<file path="src/rtl/video_timing_pattern_gen.sv">
// Programmable raster timing generator with built-in test patterns.
// Timing, polarity and pattern are shadowed and only change at frame boundaries.
module video_timing_pattern_gen #(
    parameter int B        = 8,
    parameter int X_BITS   = 12,
    parameter int Y_BITS   = 12,
    parameter int F_BITS   = 12,
    parameter int CHK_LOG2 = 5
) (
    input  logic                clk_i,
    input  logic                resetb_i,
    input  logic                enable_i,
    input  logic [X_BITS-1:0]   h_active_i,
    input  logic [X_BITS-1:0]   h_fp_i,
    input  logic [X_BITS-1:0]   h_sync_i,
    input  logic [X_BITS-1:0]   h_bp_i,
    input  logic [Y_BITS-1:0]   v_active_i,
    input  logic [Y_BITS-1:0]   v_fp_i,
    input  logic [Y_BITS-1:0]   v_sync_i,
    input  logic [Y_BITS-1:0]   v_bp_i,
    input  logic                hs_pol_i,
    input  logic                vs_pol_i,
    input  logic [2:0]          pattern_i,
    input  logic [B-1:0]        solid_r_i,
    input  logic [B-1:0]        solid_g_i,
    input  logic [B-1:0]        solid_b_i,
    input  logic [B+F_BITS-1:0] ramp_step_i,
    output logic                hsync_o,
    output logic                vsync_o,
    output logic                de_o,
    output logic                fv_o,
    output logic [B-1:0]        red_o,
    output logic [B-1:0]        green_o,
    output logic [B-1:0]        blue_o,
    output logic [X_BITS-1:0]   x_o,
    output logic [Y_BITS-1:0]   y_o,
    output logic                frame_start_o,
    output logic                frame_end_o,
    output logic                line_start_o,
    output logic                cfg_err_o,
    output logic [15:0]         frame_cnt_o
);

    localparam int A_BITS = B + F_BITS;

    logic [X_BITS-1:0] h_act_r, h_fp_r, h_sync_r, h_bp_r;
    logic [Y_BITS-1:0] v_act_r, v_fp_r, v_sync_r, v_bp_r;
    logic              hs_pol_r, vs_pol_r;
    logic [2:0]        pat_r;
    logic              en_d_r;
    logic [X_BITS-1:0] h_cnt_r, bar_cnt_r;
    logic [Y_BITS-1:0] v_cnt_r;
    logic [A_BITS-1:0] acc_r;
    logic [2:0]        bar_idx_r;

    logic [X_BITS-1:0] h_total_s, bar_w_s;
    logic [Y_BITS-1:0] v_total_s;
    logic              run_s, h_last_s, v_last_s, cfg_ok_s, load_s, load_ok_s;
    logic              hs_pol_nxt_s, vs_pol_nxt_s;
    logic              h_act_px_s, v_act_ln_s, de_s, hs_act_s, vs_act_s;
    logic              border_s, chk_s, mbar_s, fe_s;
    logic [3*B-1:0]    pix_s;

    function automatic logic [3*B-1:0] expand(input logic [2:0] c);
        return {{B{c[2]}}, {B{c[1]}}, {B{c[0]}}};
    endfunction

    function automatic logic [2:0] bar_rgb(input logic [2:0] idx);
        logic [2:0] c;
        case (idx)
            3'd0:    c = 3'b111;
            3'd1:    c = 3'b110;
            3'd2:    c = 3'b011;
            3'd3:    c = 3'b010;
            3'd4:    c = 3'b101;
            3'd5:    c = 3'b100;
            3'd6:    c = 3'b001;
            default: c = 3'b000;
        endcase
        return c;
    endfunction

    assign h_total_s  = h_act_r + h_fp_r + h_sync_r + h_bp_r;
    assign v_total_s  = v_act_r + v_fp_r + v_sync_r + v_bp_r;
    // The enable-rise cycle only loads the shadow; counting starts on the next cycle.
    assign run_s      = enable_i & en_d_r;
    assign h_last_s   = (h_cnt_r == h_total_s - X_BITS'(1));
    assign v_last_s   = (v_cnt_r == v_total_s - Y_BITS'(1));
    assign cfg_ok_s   = (h_active_i != X_BITS'(0)) && (h_fp_i != X_BITS'(0)) &&
                        (h_sync_i != X_BITS'(0)) && (h_bp_i != X_BITS'(0)) &&
                        (v_active_i != Y_BITS'(0)) && (v_fp_i != Y_BITS'(0)) &&
                        (v_sync_i != Y_BITS'(0)) && (v_bp_i != Y_BITS'(0));
    assign load_s     = (enable_i & ~en_d_r) | (run_s & h_last_s & v_last_s);
    assign load_ok_s  = load_s & cfg_ok_s;
    assign hs_pol_nxt_s = load_ok_s ? hs_pol_i : hs_pol_r;
    assign vs_pol_nxt_s = load_ok_s ? vs_pol_i : vs_pol_r;

    assign h_act_px_s = (h_cnt_r < h_act_r);
    assign v_act_ln_s = (v_cnt_r < v_act_r);
    assign de_s       = h_act_px_s & v_act_ln_s;
    assign hs_act_s   = (h_cnt_r >= h_act_r + h_fp_r) && (h_cnt_r < h_act_r + h_fp_r + h_sync_r);
    assign vs_act_s   = (v_cnt_r >= v_act_r + v_fp_r) && (v_cnt_r < v_act_r + v_fp_r + v_sync_r);
    assign fe_s       = (h_cnt_r == h_act_r) && (v_cnt_r == v_act_r - Y_BITS'(1));
    assign bar_w_s    = h_act_r >> 3;
    assign border_s   = (h_cnt_r == X_BITS'(0)) || (h_cnt_r == h_act_r - X_BITS'(1)) ||
                        (v_cnt_r == Y_BITS'(0)) || (v_cnt_r == v_act_r - Y_BITS'(1));
    assign chk_s      = h_cnt_r[CHK_LOG2] ^ v_cnt_r[CHK_LOG2];
    assign mbar_s     = ((h_cnt_r >> CHK_LOG2) == X_BITS'(frame_cnt_o[X_BITS-CHK_LOG2-1:0]));

    // Shadow configuration and enable-edge tracking.
    always_ff @(posedge clk_i or negedge resetb_i) begin
        if (!resetb_i) begin
            h_act_r  <= X_BITS'(640);
            h_fp_r   <= X_BITS'(16);
            h_sync_r <= X_BITS'(96);
            h_bp_r   <= X_BITS'(48);
            v_act_r  <= Y_BITS'(480);
            v_fp_r   <= Y_BITS'(10);
            v_sync_r <= Y_BITS'(2);
            v_bp_r   <= Y_BITS'(33);
            hs_pol_r <= 1'b0;
            vs_pol_r <= 1'b0;
            pat_r    <= 3'd0;
            en_d_r   <= 1'b0;
        end else begin
            en_d_r <= enable_i;
            if (load_ok_s) begin
                h_act_r  <= h_active_i;
                h_fp_r   <= h_fp_i;
                h_sync_r <= h_sync_i;
                h_bp_r   <= h_bp_i;
                v_act_r  <= v_active_i;
                v_fp_r   <= v_fp_i;
                v_sync_r <= v_sync_i;
                v_bp_r   <= v_bp_i;
                hs_pol_r <= hs_pol_i;
                vs_pol_r <= vs_pol_i;
                pat_r    <= pattern_i;
            end
        end
    end

    // Raster counters plus per-line ramp accumulator and colour-bar stepper.
    always_ff @(posedge clk_i or negedge resetb_i) begin
        if (!resetb_i) begin
            h_cnt_r   <= X_BITS'(0);
            v_cnt_r   <= Y_BITS'(0);
            acc_r     <= A_BITS'(0);
            bar_cnt_r <= X_BITS'(0);
            bar_idx_r <= 3'd0;
        end else if (!run_s) begin
            h_cnt_r   <= X_BITS'(0);
            v_cnt_r   <= Y_BITS'(0);
            acc_r     <= A_BITS'(0);
            bar_cnt_r <= X_BITS'(0);
            bar_idx_r <= 3'd0;
        end else if (h_last_s) begin
            h_cnt_r   <= X_BITS'(0);
            v_cnt_r   <= v_last_s ? Y_BITS'(0) : v_cnt_r + Y_BITS'(1);
            acc_r     <= A_BITS'(0);
            bar_cnt_r <= X_BITS'(0);
            bar_idx_r <= 3'd0;
        end else begin
            h_cnt_r <= h_cnt_r + X_BITS'(1);
            if (h_act_px_s) begin
                acc_r <= acc_r + ramp_step_i;
                if (bar_cnt_r == bar_w_s - X_BITS'(1)) begin
                    bar_cnt_r <= X_BITS'(0);
                    bar_idx_r <= (bar_idx_r == 3'd7) ? 3'd7 : bar_idx_r + 3'd1;
                end else begin
                    bar_cnt_r <= bar_cnt_r + X_BITS'(1);
                end
            end
        end
    end

    // Pattern colour for the current counter position.
    always_comb begin
        pix_s = {(3*B){1'b0}};
        case (pat_r)
            3'd0:    pix_s = {solid_r_i, solid_g_i, solid_b_i};
            3'd1:    pix_s = expand({3{border_s}});
            3'd2:    pix_s = {3{acc_r[A_BITS-1:F_BITS]}};
            3'd3:    pix_s = expand((bar_w_s == X_BITS'(0)) ? 3'b111 : bar_rgb(bar_idx_r));
            3'd4:    pix_s = expand({3{chk_s}});
            3'd5:    pix_s = expand({3{mbar_s}});
            default: pix_s = {(3*B){1'b0}};
        endcase
    end

    // Registered, mutually aligned outputs.
    always_ff @(posedge clk_i or negedge resetb_i) begin
        if (!resetb_i) begin
            hsync_o       <= 1'b1;
            vsync_o       <= 1'b1;
            de_o          <= 1'b0;
            fv_o          <= 1'b0;
            {red_o, green_o, blue_o} <= {(3*B){1'b0}};
            x_o           <= X_BITS'(0);
            y_o           <= Y_BITS'(0);
            frame_start_o <= 1'b0;
            frame_end_o   <= 1'b0;
            line_start_o  <= 1'b0;
            cfg_err_o     <= 1'b0;
            frame_cnt_o   <= 16'd0;
        end else begin
            cfg_err_o <= load_s & ~cfg_ok_s;
            if (!run_s) begin
                hsync_o       <= ~hs_pol_nxt_s;
                vsync_o       <= ~vs_pol_nxt_s;
                de_o          <= 1'b0;
                fv_o          <= 1'b0;
                {red_o, green_o, blue_o} <= {(3*B){1'b0}};
                x_o           <= X_BITS'(0);
                y_o           <= Y_BITS'(0);
                frame_start_o <= 1'b0;
                frame_end_o   <= 1'b0;
                line_start_o  <= 1'b0;
            end else begin
                hsync_o       <= hs_act_s ^ ~hs_pol_r;
                vsync_o       <= vs_act_s ^ ~vs_pol_r;
                de_o          <= de_s;
                fv_o          <= v_act_ln_s;
                {red_o, green_o, blue_o} <= de_s ? pix_s : {(3*B){1'b0}};
                x_o           <= de_s ? h_cnt_r : X_BITS'(0);
                y_o           <= de_s ? v_cnt_r : Y_BITS'(0);
                frame_start_o <= (h_cnt_r == X_BITS'(0)) && (v_cnt_r == Y_BITS'(0));
                frame_end_o   <= fe_s;
                line_start_o  <= (h_cnt_r == X_BITS'(0)) && v_act_ln_s;
                if (fe_s) begin
                    frame_cnt_o <= frame_cnt_o + 16'd1;
                end
            end
        end
    end

endmodule

</file>
<file path="config.mk">
export PLATFORM = sky130hd
export DESIGN_NAME = video_timing_pattern_gen
export DESIGN_NICKNAME = d
export VERILOG_FILES = /design/src/rtl/video_timing_pattern_gen.sv
export SDC_FILE = /design/constraint.sdc
export NUM_CORES = 1
export LEC_CHECK = 0
export ABC_CLOCK_PERIOD_IN_PS = 10600
export CAP_MARGIN = 15
export CELL_PAD_IN_SITES_DETAIL_PLACEMENT = 2
export CELL_PAD_IN_SITES_GLOBAL_PLACEMENT = 2
export CORE_ASPECT_RATIO = 1.2
export CORE_MARGIN = 2
export CORE_UTILIZATION = 30
export DETAILED_ROUTE_END_ITERATION = 10
export GPL_TIMING_DRIVEN = 0
export PLACE_DENSITY_LB_ADDON = 0.25
export SYNTH_ARGS = -nofsm -noshare
export SYNTH_HDL_FRONTEND = slang
export SYNTH_SLANG_ARGS = --single-unit
</file>
<file path="constraint.sdc">
create_clock -name clk_i -period 10.6 [get_ports clk_i]
set_input_delay 1.06 -clock clk_i [delete_from_list [all_inputs] [get_ports clk_i]]
set_output_delay 1.06 -clock clk_i [all_outputs]
set_load 0.03 [all_outputs]
</file>
==> flow_summary_export.csv <==
group,metric,value,unit
die,fp.coreArea,0.0569,sq mm
final_layout,design_area,0.0214,sq mm
global_route,busiest_layer,"met2",
critical_path,worstReg2RegStart,"v_act_r[0]",
clock_network,clkSinkCount,233,
critical_path,cp.required,11.07,ns
global_route,antenna_found_initial,0,
drt,num_vias,14300,
global_route,grt_pass1_wl,94.0,mm
clock_network,clkLatencyLatePin,0.59,ns
critical_path,cp_max_fo,10,
final_layout,areaGrowthSynthToFinish,24.6,%
place,place_congestion,0.820,
final_layout,diodes,0,
global_route,grt_overflow_total,0,
timing,fin_skew,0.0146,ns
place,placedCellCount,2713,
synth,synth-xor-area-share,8.58,%
synth,seq_area_frac_synth,34.0,%
final_layout,instances_no_fill,2773,
synth,synth_top_area_share,31.3,%
critical_path,path_class,"flip-flop to flip-flop",
final_layout,fillers,6192,
clock_network,cts_setup_buffers,0,
place,portBuffers,219,
synth,yosys.area_share.simple,15.3,%
timing,setup_slack,3.28,ns
clock_network,cts_hold_buf,0,
power,p_leak,0.0101,uW
global_route,gr-usage-met2,38.4,%
die,num_io_pins,220,
drt,viasPerCell,5.15,
timing,slew_violations,0,
synth,synth_mux_area_share,10.0,%
die,die_width,223,um
critical_path,critPathLaunch,"v_act_r[0]",
synth,synth_top_cell_by_area,"dfrtp_1",
clock_network,cts_buffers,31,
clock_network,cts_resized,0,
synth,yosysWarnings,0,
timing,hold_ws,0.414,ns
drt,first_pass_iters,4,
synth,netlist_area,0.0172,sq mm
synth,synth_edf_count,0,
die,rows,96,
critical_path,cpPeakStageDelay,0.57,ns
synth,ys_ff_latch,233,
final_layout,fin_nets,2354,
timing,worst_slew_pin_slew,0.960,ns
synth,synth_nets,2097,
drt,wl,59.9,mm
global_route,grt_pass1_vias,16200,
synth,yosys-top-cells-area,"dfrtp_1 (31%), ha_1 (14%), mux2_4 (7.9%)",
timing,setup_viol,0,
place,placed_area,0.0204,sq mm
timing,rsz0062_at_grt,"no",
clock_network,cts_buffer_depth,3,
final_layout,drive_gt1_share,10.7,%
clock_network,cts_tree,"done",
global_route,use_met1,24.0,%
timing,period_share,69.0,%
place,dp_slack,3.26,ns
global_route,grtUsageMet3,1.95,%
drt,wl_per_cell,21.6,um
outcome,status,"finished clean",
synth,syn_inst,1756,
final_layout,multi_input_area,0.0105,sq mm
critical_path,crit_slowest_cell,"or4_4",
power,vdd_drop_max,0.000123,V
die,initial_utilization,30.2,%
clock_network,clkTransAtPathRegs,0.06,ns
synth,synth_ff_type,"dfrtp_1",
drt,route.detailed.drc,0,
min_path,worstHoldPathType,"primary input to async pin",
final_layout,regArea,0.00585,sq mm
critical_path,crit_path_start_kind,"flip-flop",
timing,fmaxAchievable,0.137,GHz
timing,hold_violations,0,
synth,synth_cell_types,73,
timing,fin_crit,7.32,ns
critical_path,arrival,7.78,ns
synth,async_flop_share,100,%
place,place.detailed.hpwl,47.1,mm
drt,ant_nets,0,
timing,relSlewSlack,35.8,%
die,dieArea,0.0593,sq mm
drt,drt-initial-drc-count,430,
global_route,grt_util_all_layers,20.3,%
clock_network,cts-root-buf,"clkbuf_16",
global_route,grt_max_degree,112,
power,p_per_area,248,mW/mm^2
die,fp.dieH,266,um
synth,synth_top_family_by_area,"simple AND/OR/NAND/NOR gates",
critical_path,end_kind,"flip-flop",
job,max_cap_viol_count,0,
synth,synth_area_per_cell,9.80,sq um
critical_path,reg2reg_depth,28,
synth,synth_fa_ha_area_share,14.3,%
synth,synth_compound_area_share,12.4,%
clock_network,htreeDepth,1,
## cells in the final DEF (no fill, tap or decap), types with 27 or more instances in the layout
master / count
nand3_1: 45
nand2_1: 102
ha_1: 186
inv_1: 143
xor2_1: 64
a21o_1: 48
nor4_1: 41
o21ai_0: 60
clkdlybuf4s50_1: 218
nor3_1: 35
nor2_1: 112
xnor2_1: 102
mux2_4: 90
clkbuf_16: 31
dfrtp_1: 215
and3_1: 36
a21oi_1: 95
clkbuf_1: 42
and2_1: 27
a31oi_1: 31
## per-layer routing
metal	vias up	part of all wire [%]
met1	7237	42
met4	0	2.9
met3	83	2.6
li1	6752	-
met2	216	52
met5	-	0
## report_power, final
group | leakage, uW | switching, uW | internal [uW] | total [uW]
combinational | 0.00661 | 1750 | 1420 | 3170
clock | 0.000511 | 459 | 623 | 1080
sequential | 0.00298 | 83.2 | 973 | 1060
total | 0.0101 | 2290 | 3020 | 5310
## cells in the mapped netlist, drive strengths merged (45+ instances only)
cell type,instances
dfrtp,215
ha,186
inv,143
nor2,112
mux2,102
nand2,102
xnor2,102
a21oi,95
xor2,64
o21ai,62
a21o,48
nand3,45
## registers in the layout, indices dropped and copies added, names as in the netlist, 12 cells and up, named ones only
signal       flops
h_sync_r        12
v_sync_r        12
v_bp_r          12
bar_cnt_r       12
h_bp_r          12
v_fp_r          12
y_o             12
v_cnt_r         12
acc_r           20
h_fp_r          12
h_cnt_r         12
v_act_r         12
frame_cnt_o     16
h_act_r         12
x_o             12
## cells by family (layout without fill, tap and decap cells)
family	after synthesis	after routing
AO/OA/AOI/OAI	331	331
XOR/XNOR	167	167
adder cells (fa/ha/maj)	193	193
buffers and inverters	198	480
flip-flops	233	233
multiplexers	126	126
AND/OR/NAND/NOR	508	508
## metrics by stage
step,power [uW],setup TNS [ns],util [%]
6_report,5310,0,37.7
5_1_grt,5810,0,37.7
4_1_cts,5400,0,37.6
3_5_place_dp,4270,0,35.8
3_3_place_gp,4090,-504.78,35.7
2_1_floorplan,3410,0,-
## worst max-delay path, delay by kind of cell, from the launching register on
| kind | cells | cell delay, ns |
|---|---|---|
| AO/OA/AOI/OAI | 10 | 1.78 |
| buffers and inverters | 3 | 0.49 |
| flip-flops | 1 | 0.48 |
| AND/OR/NAND/NOR | 6 | 1.63 |
| XOR/XNOR | 3 | 0.86 |
| multiplexers | 1 | 0.32 |
| adder cells (fa/ha/maj) | 5 | 1.61 |
## layout make-up
type / count / share of cell area, %
Timing Repair Buffer: 224 / 10.6
Buffer: 55 / 1.74
Inverter: 143 / 2.50
Clock buffer: 37 / 3.96
Tap cell: 735 / 4.29
Sequential cell: 233 / 27.3
Clock inverter: 21 / 0.904
Multi-Input combinational cell: 1325 / 48.7
## final timing paths
kind / endpoint / slack [ns]
setup reg to reg: v_bp_r[1] / 3.28
setup / recovery: v_bp_r[1] / 3.28
hold / removal: frame_cnt_o[15] / 0.41
min in group clk_i: frame_cnt_o[15] / 0.48
hold reg to reg: frame_cnt_o[15] / 0.48
max in group asynchronous: v_bp_r[9] / 9.22
Power figures use the tool's default switching activity.
